===== src/rtl/demux_rr_scheduler_pkg.sv =====
// demux_sched_pkg: shared sizes, FSM state type and one-hot helper for the round-robin demux scheduler.
package demux_sched_pkg;
    localparam int NCH = 16;
    localparam int SELW = 4;
    localparam int DW = 8;
    typedef enum logic {IDLE, SEND} state_t;
    function automatic logic [NCH-1:0] onehot(input logic [SELW-1:0] i);
        return NCH'(1) << i;
    endfunction
endpackage


===== src/rtl/demux_rr_scheduler_rr_pick.sv =====
// rr_pick: first enabled channel at or after ptr in cyclic order.
module rr_pick
    import demux_sched_pkg::*;
(
    input  logic [NCH-1:0]  i_mask,
    input  logic [SELW-1:0] i_ptr,
    output logic [SELW-1:0] o_idx,
    output logic            o_any
);
    logic [NCH-1:0]  w_rot;
    logic [SELW-1:0] w_off;
    // Rotating the doubled mask puts channel ptr at bit 0, so a plain lowest-bit search is cyclic.
    assign w_rot = NCH'({i_mask, i_mask} >> i_ptr);
    always_comb begin
        w_off = '0;
        for (int j = NCH - 1; j >= 0; j--)
            if (w_rot[j]) w_off = SELW'(j);
    end
    assign o_idx = i_ptr + w_off;
    assign o_any = |i_mask;
endmodule


===== config.mk =====
export PLATFORM = sky130hd
export DESIGN_NAME = rr_pick
export DESIGN_NICKNAME = d
export VERILOG_FILES = /design/src/rtl/demux_rr_scheduler_pkg.sv /design/src/rtl/demux_rr_scheduler_rr_pick.sv
export SDC_FILE = /design/constraint.sdc
export NUM_CORES = 1
export LEC_CHECK = 0
export CORE_UTILIZATION = 35
export DETAILED_ROUTE_END_ITERATION = 16
export DONT_BUFFER_PORTS = 1
export GPL_ROUTABILITY_DRIVEN = 0
export PLACE_DENSITY_LB_ADDON = 0.25
export SLEW_MARGIN = 20
export SYNTH_ARGS = -nofsm -noshare
export SYNTH_HDL_FRONTEND = slang
export SYNTH_SLANG_ARGS = --single-unit

===== constraint.sdc =====
create_clock -name vclk -period 12.84
set_clock_uncertainty 0.05 [all_clocks]
set_input_delay 2.568 -clock vclk [all_inputs]
set_output_delay 2.568 -clock vclk [all_outputs]
set_load 0.01 [all_outputs]

==> metrics.yaml <==
status: "finished, final reports clean"
worst_ir_drop_vdd_v: 0.0000132
slowest_stage: "mux4_1"
area_delta_synth_final_pct: 0.106
drtAntennaViolNets: 0
row_count: 20
grt_setup_unrepaired: "false"
cp_num_buf_inv: 0
hold_slack_ps: 5210
switchingPower_uw: 25.7
crit_type: "primary input to primary output"
setup_ws_ps: 4740
hold_buffers: 0
met1_usage_pct: 21.4
fmax_mhz: 123
n_sequential_cell: 0
max_slew.worst_pin.slew_ps: 559
drt_iter0_drc: 20
drc_errors: 0
gr-total-overflow: 0
cts_resized: 0
required_ps: 10220
grt_pass1_wl_um: 4580
p_sw_share_pct: 46.6
slew_headroom_pct: 62.7
grt_max_degree: 19
mostFrequentLayoutCells: "mux4_2 (16), mux2i_1 (11), mux2_2 (10), mux4_1 (8), nand2_1 (5)"
antenna_found_initial: 0
grt_usage_pct: 16.4
coreArea_um2: 3130
wirelength_um: 2690
nets: 118
crit_chain: "mux4_1, mux4_2, or2_1, nor2_1, o21ai_1, a41oi_1, ha_1, a21o_1, a21oi_1, xnor2_1, xnor2_1"
yosysSeqAreaShare_pct: 0
drive_gt1_share_pct: 34.8
p_clk_share_pct: 0
wire_per_inst_um: 19.8
dieArea_um2: 3620
drt-pass1-iter-count: 4
die_y_um: 60.2
multi_input_area_um2: 1120
synth_fp_nets: 123
diodes: 0
grt.met3_usage_pct: 2.16
crit_top_cell: "xnor2_1"
power_frac_seq_pct: 0
first_global_vias: 976
start_util_pct: 37.9
hpwl_um: 2230
finalMaxSlewViolations: 0
portBuffers: 0
layout.area.seq_um2: 0
p_per_area_nw_per_um2: 46.5
critPathLaunchType: "primary input"
setup-violations-final: 0
critPathArrivalTime_ps: 5490
syn_avg_cell_area_um2: 12.0
syn_inst: 99
p_int_uw: 29.4
ys_warn_count: 0
synth.distinct_cells: 39
die_x_um: 60.2
nFillCells: 302
grt-busiest-layer: "met2"
vias: 896
drv_cap: 0
synth_area_um2: 1180
place_area_um2: 1190
pre_cts_slack_ps: 4700
final_util_pct: 37.9
p_comb_share_pct: 100.0
n_clock_buffer: 0
critPathMaxStageDelay_ps: 610
fin_crit_sh_pct: 63.1
crit_path_end_kind: "primary output"
viasPerCell: 6.59
cts_setup_buffers: 0
grt_use_met2_pct: 29.7
pin_count: 25
p_leak_uw: 0.000415
final_common_cell: "mux4_2"
finalSetupTns_ps: 0
crit_family: "multiplexers"
post-route-min-period_ps: 8100
finalInstanceArea_um2: 1190
crit_fanout: 18
min_path_type: "primary input to primary output"
hold_viol: 0
[worst paths after layout]
path / start / end / slack, ps / cells past startpoint
max: i_ptr[1] / o_idx[3] / 4740 / 11
min: i_mask[7] / o_any / 5210 / 2
[logic make-up (layout without fill, tap and decap cells)]
kind of cell             after synthesis  after routing  synth area share, %
buffers and inverters                 10              3                 5.49
AO/OA/AOI/OAI                         11             11                 7.50
multiplexers                          45             45                 66.9
AND/OR/NAND/NOR                       26             26                 13.0
XOR/XNOR                               3              3                 2.22
adder cells (fa/ha/maj)                4              4                 4.86
[per-layer routing]
metal	up-vias	wire, um
met5	-	0
met4	0	16
met3	2	163
met2	37	1360
met1	443	1140
li1	414	-
[synthesized netlist by cell type (2+ instances only)]
master    count  area share (%)
mux2_2       10             9.5
nand2_1       5             1.6
nand3_1       2            0.84
buf_2         3             1.3
mux4_1        8              18
nand2b_1      2             1.1
ha_1          3             3.2
nor2_1        3            0.95
mux2i_1      11             9.3
inv_1         2            0.63
or2_1         2             1.1
xnor2_1       2             1.5
a21oi_1       2            0.84
nor4_1        4             2.1
mux4_2       16              30
[metrics by stage]
step | power, uW | cells
after CTS | 55.4 | 136
after floorplan | 50.6 | 99
after global placement | 55.2 | 136
after global routing | 59.9 | 136
after detailed placement | 55.1 | 136
final | 55.1 | 136
[power by group through the flow]
stage               Sequential, uW  Clock, uW  Combinational, uW
floorplan                        0          0               50.6
global placement                 0          0               55.2
detailed placement               0          0               55.1
CTS                              0          0               55.4
global route                     0          0               59.9
finish                           0          0               55.1
[final cells by class]
type,instances,share of cell area [%]
Multi-Input combinational cell,89,94.4
Inverter,3,0.949
Tap cell,44,4.64
No activity file was read; power rests on OpenSTA's default activity.
==> RTL change, RTL diff (same settings) <==
Change the package constant `SELW` from 4 to 5.
--- a/src/rtl/demux_rr_scheduler_pkg.sv
+++ b/src/rtl/demux_rr_scheduler_pkg.sv
@@ -1,7 +1,7 @@
 // demux_sched_pkg: shared sizes, FSM state type and one-hot helper for the round-robin demux scheduler.
 package demux_sched_pkg;
     localparam int NCH = 16;
-    localparam int SELW = 4;
+    localparam int SELW = 5;
     localparam int DW = 8;
     typedef enum logic {IDLE, SEND} state_t;
     function automatic logic [NCH-1:0] onehot(input logic [SELW-1:0] i);
Ports: changed (resized i_ptr and o_idx); port bits go from 25 to 27. No check against the original RTL was run, so the function may have changed too.
==> RTL change against the original RTL <==
  * Cell area increased by 38%
  * Global-route usage increased by 2.3 points
  * Worst setup slack got worse by 0.27 ns
  * Fmax decreased by 3.2%
  * Sequential share of layout area unchanged
  * Critical path depth unchanged
  * Highest routed layer unchanged
  * Area after synthesis increased by 41%
  * Synthesized cell count increased by 85%
  * Routed wire length increased by 73%
  * Power increased by 24%
==> RTL change: results (changes against the original RTL) <==
<table>
<tr><th>Metric</th><th>Value</th></tr>
<tr><th colspan="2">Run status</th></tr>
<tr><td>Outcome</td><td>finished, final reports clean (unchanged)</td></tr>
<tr><th colspan="2">Global route</th></tr>
<tr><td>Maximum number of pins on one net before global-route repair</td><td>33 (was 19)</td></tr>
<tr><td>Global-route total usage across every layer</td><td>0.1869 (was 0.1643)</td></tr>
<tr><td>Wire length of the first global-routing pass</td><td>7672 um (was 4581 um)</td></tr>
<tr><th colspan="2">Setup path</th></tr>
<tr><td>Arrival time at the worst endpoint</td><td>5.75 ns (was 5.49 ns)</td></tr>
<tr><td>Worst-path fanout max</td><td>32 (was 18)</td></tr>
<tr><th colspan="2">Die</th></tr>
<tr><td>Standard-cell row count</td><td>24 (was 20)</td></tr>
<tr><th colspan="2">Detailed routing</th></tr>
<tr><td>DR iter-0 viols</td><td>89 (was 20)</td></tr>
<tr><td>Wire length the detailed router placed on met1</td><td>2009 um (was 1144 um)</td></tr>
<tr><th colspan="2">Timing</th></tr>
<tr><td>Slew headroom</td><td>0.6070 (was 0.6272)</td></tr>
<tr><th colspan="2">Power</th></tr>
<tr><td>Worst-case vdd ir drop</td><td>13.43 uV (was 13.24 uV)</td></tr>
<tr><th colspan="2">Layout</th></tr>
<tr><td>Final-stage net count</td><td>195 (was 118)</td></tr>
<tr><td>Count of fill cells added during filler insertion</td><td>449 (was 302)</td></tr>
<tr><td>Share of final-layout standard cells stronger than drive strength 1</td><td>0.1677 (was 0.3478)</td></tr>
<tr><td>Flip-flop and latch count</td><td>0 (unchanged)</td></tr>
<tr><th colspan="2">Synth</th></tr>
<tr><td>Unique cell type count in the Yosys netlist</td><td>50 (was 39)</td></tr>
<tr><td>Post-Syn Nets</td><td>209 (was 123)</td></tr>
<tr><td>Most used standard cells in the synthesized netlist</td><td>sky130_fd_sc_hd__mux2i_1 (18), sky130_fd_sc_hd__mux4_2 (16), sky130_fd_sc_hd__nand2_1 (15), sky130_fd_sc_hd__nor2_1 (12) (was sky130_fd_sc_hd__mux4_2 (16), sky130_fd_sc_hd__mux2i_1 (11), sky130_fd_sc_hd__mux2_2 (10), sky130_fd_sc_hd__mux4_1 (8), sky130_fd_sc_hd__nand2_1 (5))</td></tr>
<tr><td>Cell types with the largest area share after synthesis</td><td>sky130_fd_sc_hd__mux4_2 (22%), sky130_fd_sc_hd__mux4_1 (13%), sky130_fd_sc_hd__mux2i_1 (11%), sky130_fd_sc_hd__mux2_2 (4.0%), sky130_fd_sc_hd__nand2_1 (3.4%) (was sky130_fd_sc_hd__mux4_2 (30%), sky130_fd_sc_hd__mux4_1 (18%), sky130_fd_sc_hd__mux2_2 (9.5%), sky130_fd_sc_hd__mux2i_1 (9.3%), sky130_fd_sc_hd__ha_1 (3.2%))</td></tr>
<tr><th colspan="2">Place</th></tr>
<tr><td>Dpl hpwl</td><td>3586 um (was 2226 um)</td></tr>
</table>
RTL change: cell types whose count changed in the layout (fill, tap and decap cells not counted), sizes merged, moves of 3 or more:
cell / unedited run / this run
mux2i: 11 / 18
mux2: 10 / 6
nand2: 5 / 15
a31oi: 0 / 8
a21oi: 2 / 7
nor3: 1 / 6
nor2: 4 / 12
o21a: 0 / 3
o22ai: 0 / 4
and2: 0 / 3
inv: 2 / 8
RTL change: kinds of logic (layout without fill, tap and decap cells):
family,Yosys count,in the layout,share of synthesized area
mux,48,48,0.4899
simple gates,61,61,0.1955
compound gates,42,42,0.1775
buf+inv,24,8,0.07940
xor+xnor,3,3,0.01573
fa+ha+maj,5,5,0.04195
RTL change: worst paths after layout:
kind / slack [ns] / from / cells past startpoint / endpoint
worst max-delay path: 4.47 / i_ptr[2] / 11 / o_idx[4]
worst min-delay path: 5.19 / i_ptr[4] / 1 / o_idx[4]
RTL change: area by class of cell:
class / count / area share
multi-input cells: 159 / 0.9418
well taps: 52 / 0.03985
inverters: 8 / 0.01839
RTL change: stage by stage:
stage,cell area [sq um],worst slack (ns),hold WS (ns),cells,power (mW)
after floorplan,1670,4.540,5.210,183,0.06392
after global placement,1633,4.487,5.189,219,0.06684
after detailed placement,1633,4.477,5.186,219,0.06756
after CTS,1633,4.476,5.186,219,0.06785
after global routing,1633,4.332,5.195,219,0.07436
final,1633,4.470,5.187,219,0.06826
RTL change: layer usage:
| layer | global-route usage | vias up |
|---|---|---|
| met4 | 0.02444 | 0 |
| met2 | 0.3280 | 57 |
| met3 | 0.01425 | 4 |
| met5 | 0 | - |
| li1 | - | 715 |
| met1 | 0.2589 | 740 |
RTL change: report_power, final:
group	switching, mW	internal, mW
clock network	0	0
logic	0.0330	0.0352
registers	0	0
RTL change: worst max-delay path, stage by stage:
cell and delay, ns:
sky130_fd_sc_hd__mux4_2 0.47, sky130_fd_sc_hd__mux2_2 0.30, sky130_fd_sc_hd__and3_1 0.21, sky130_fd_sc_hd__or4_4 0.49, sky130_fd_sc_hd__a221o_1 0.39, sky130_fd_sc_hd__a311o_1 0.39
sky130_fd_sc_hd__fa_1 0.43, sky130_fd_sc_hd__inv_1 0.07, sky130_fd_sc_hd__a21o_1 0.11, sky130_fd_sc_hd__a21oi_1 0.07, sky130_fd_sc_hd__xnor2_1 0.26
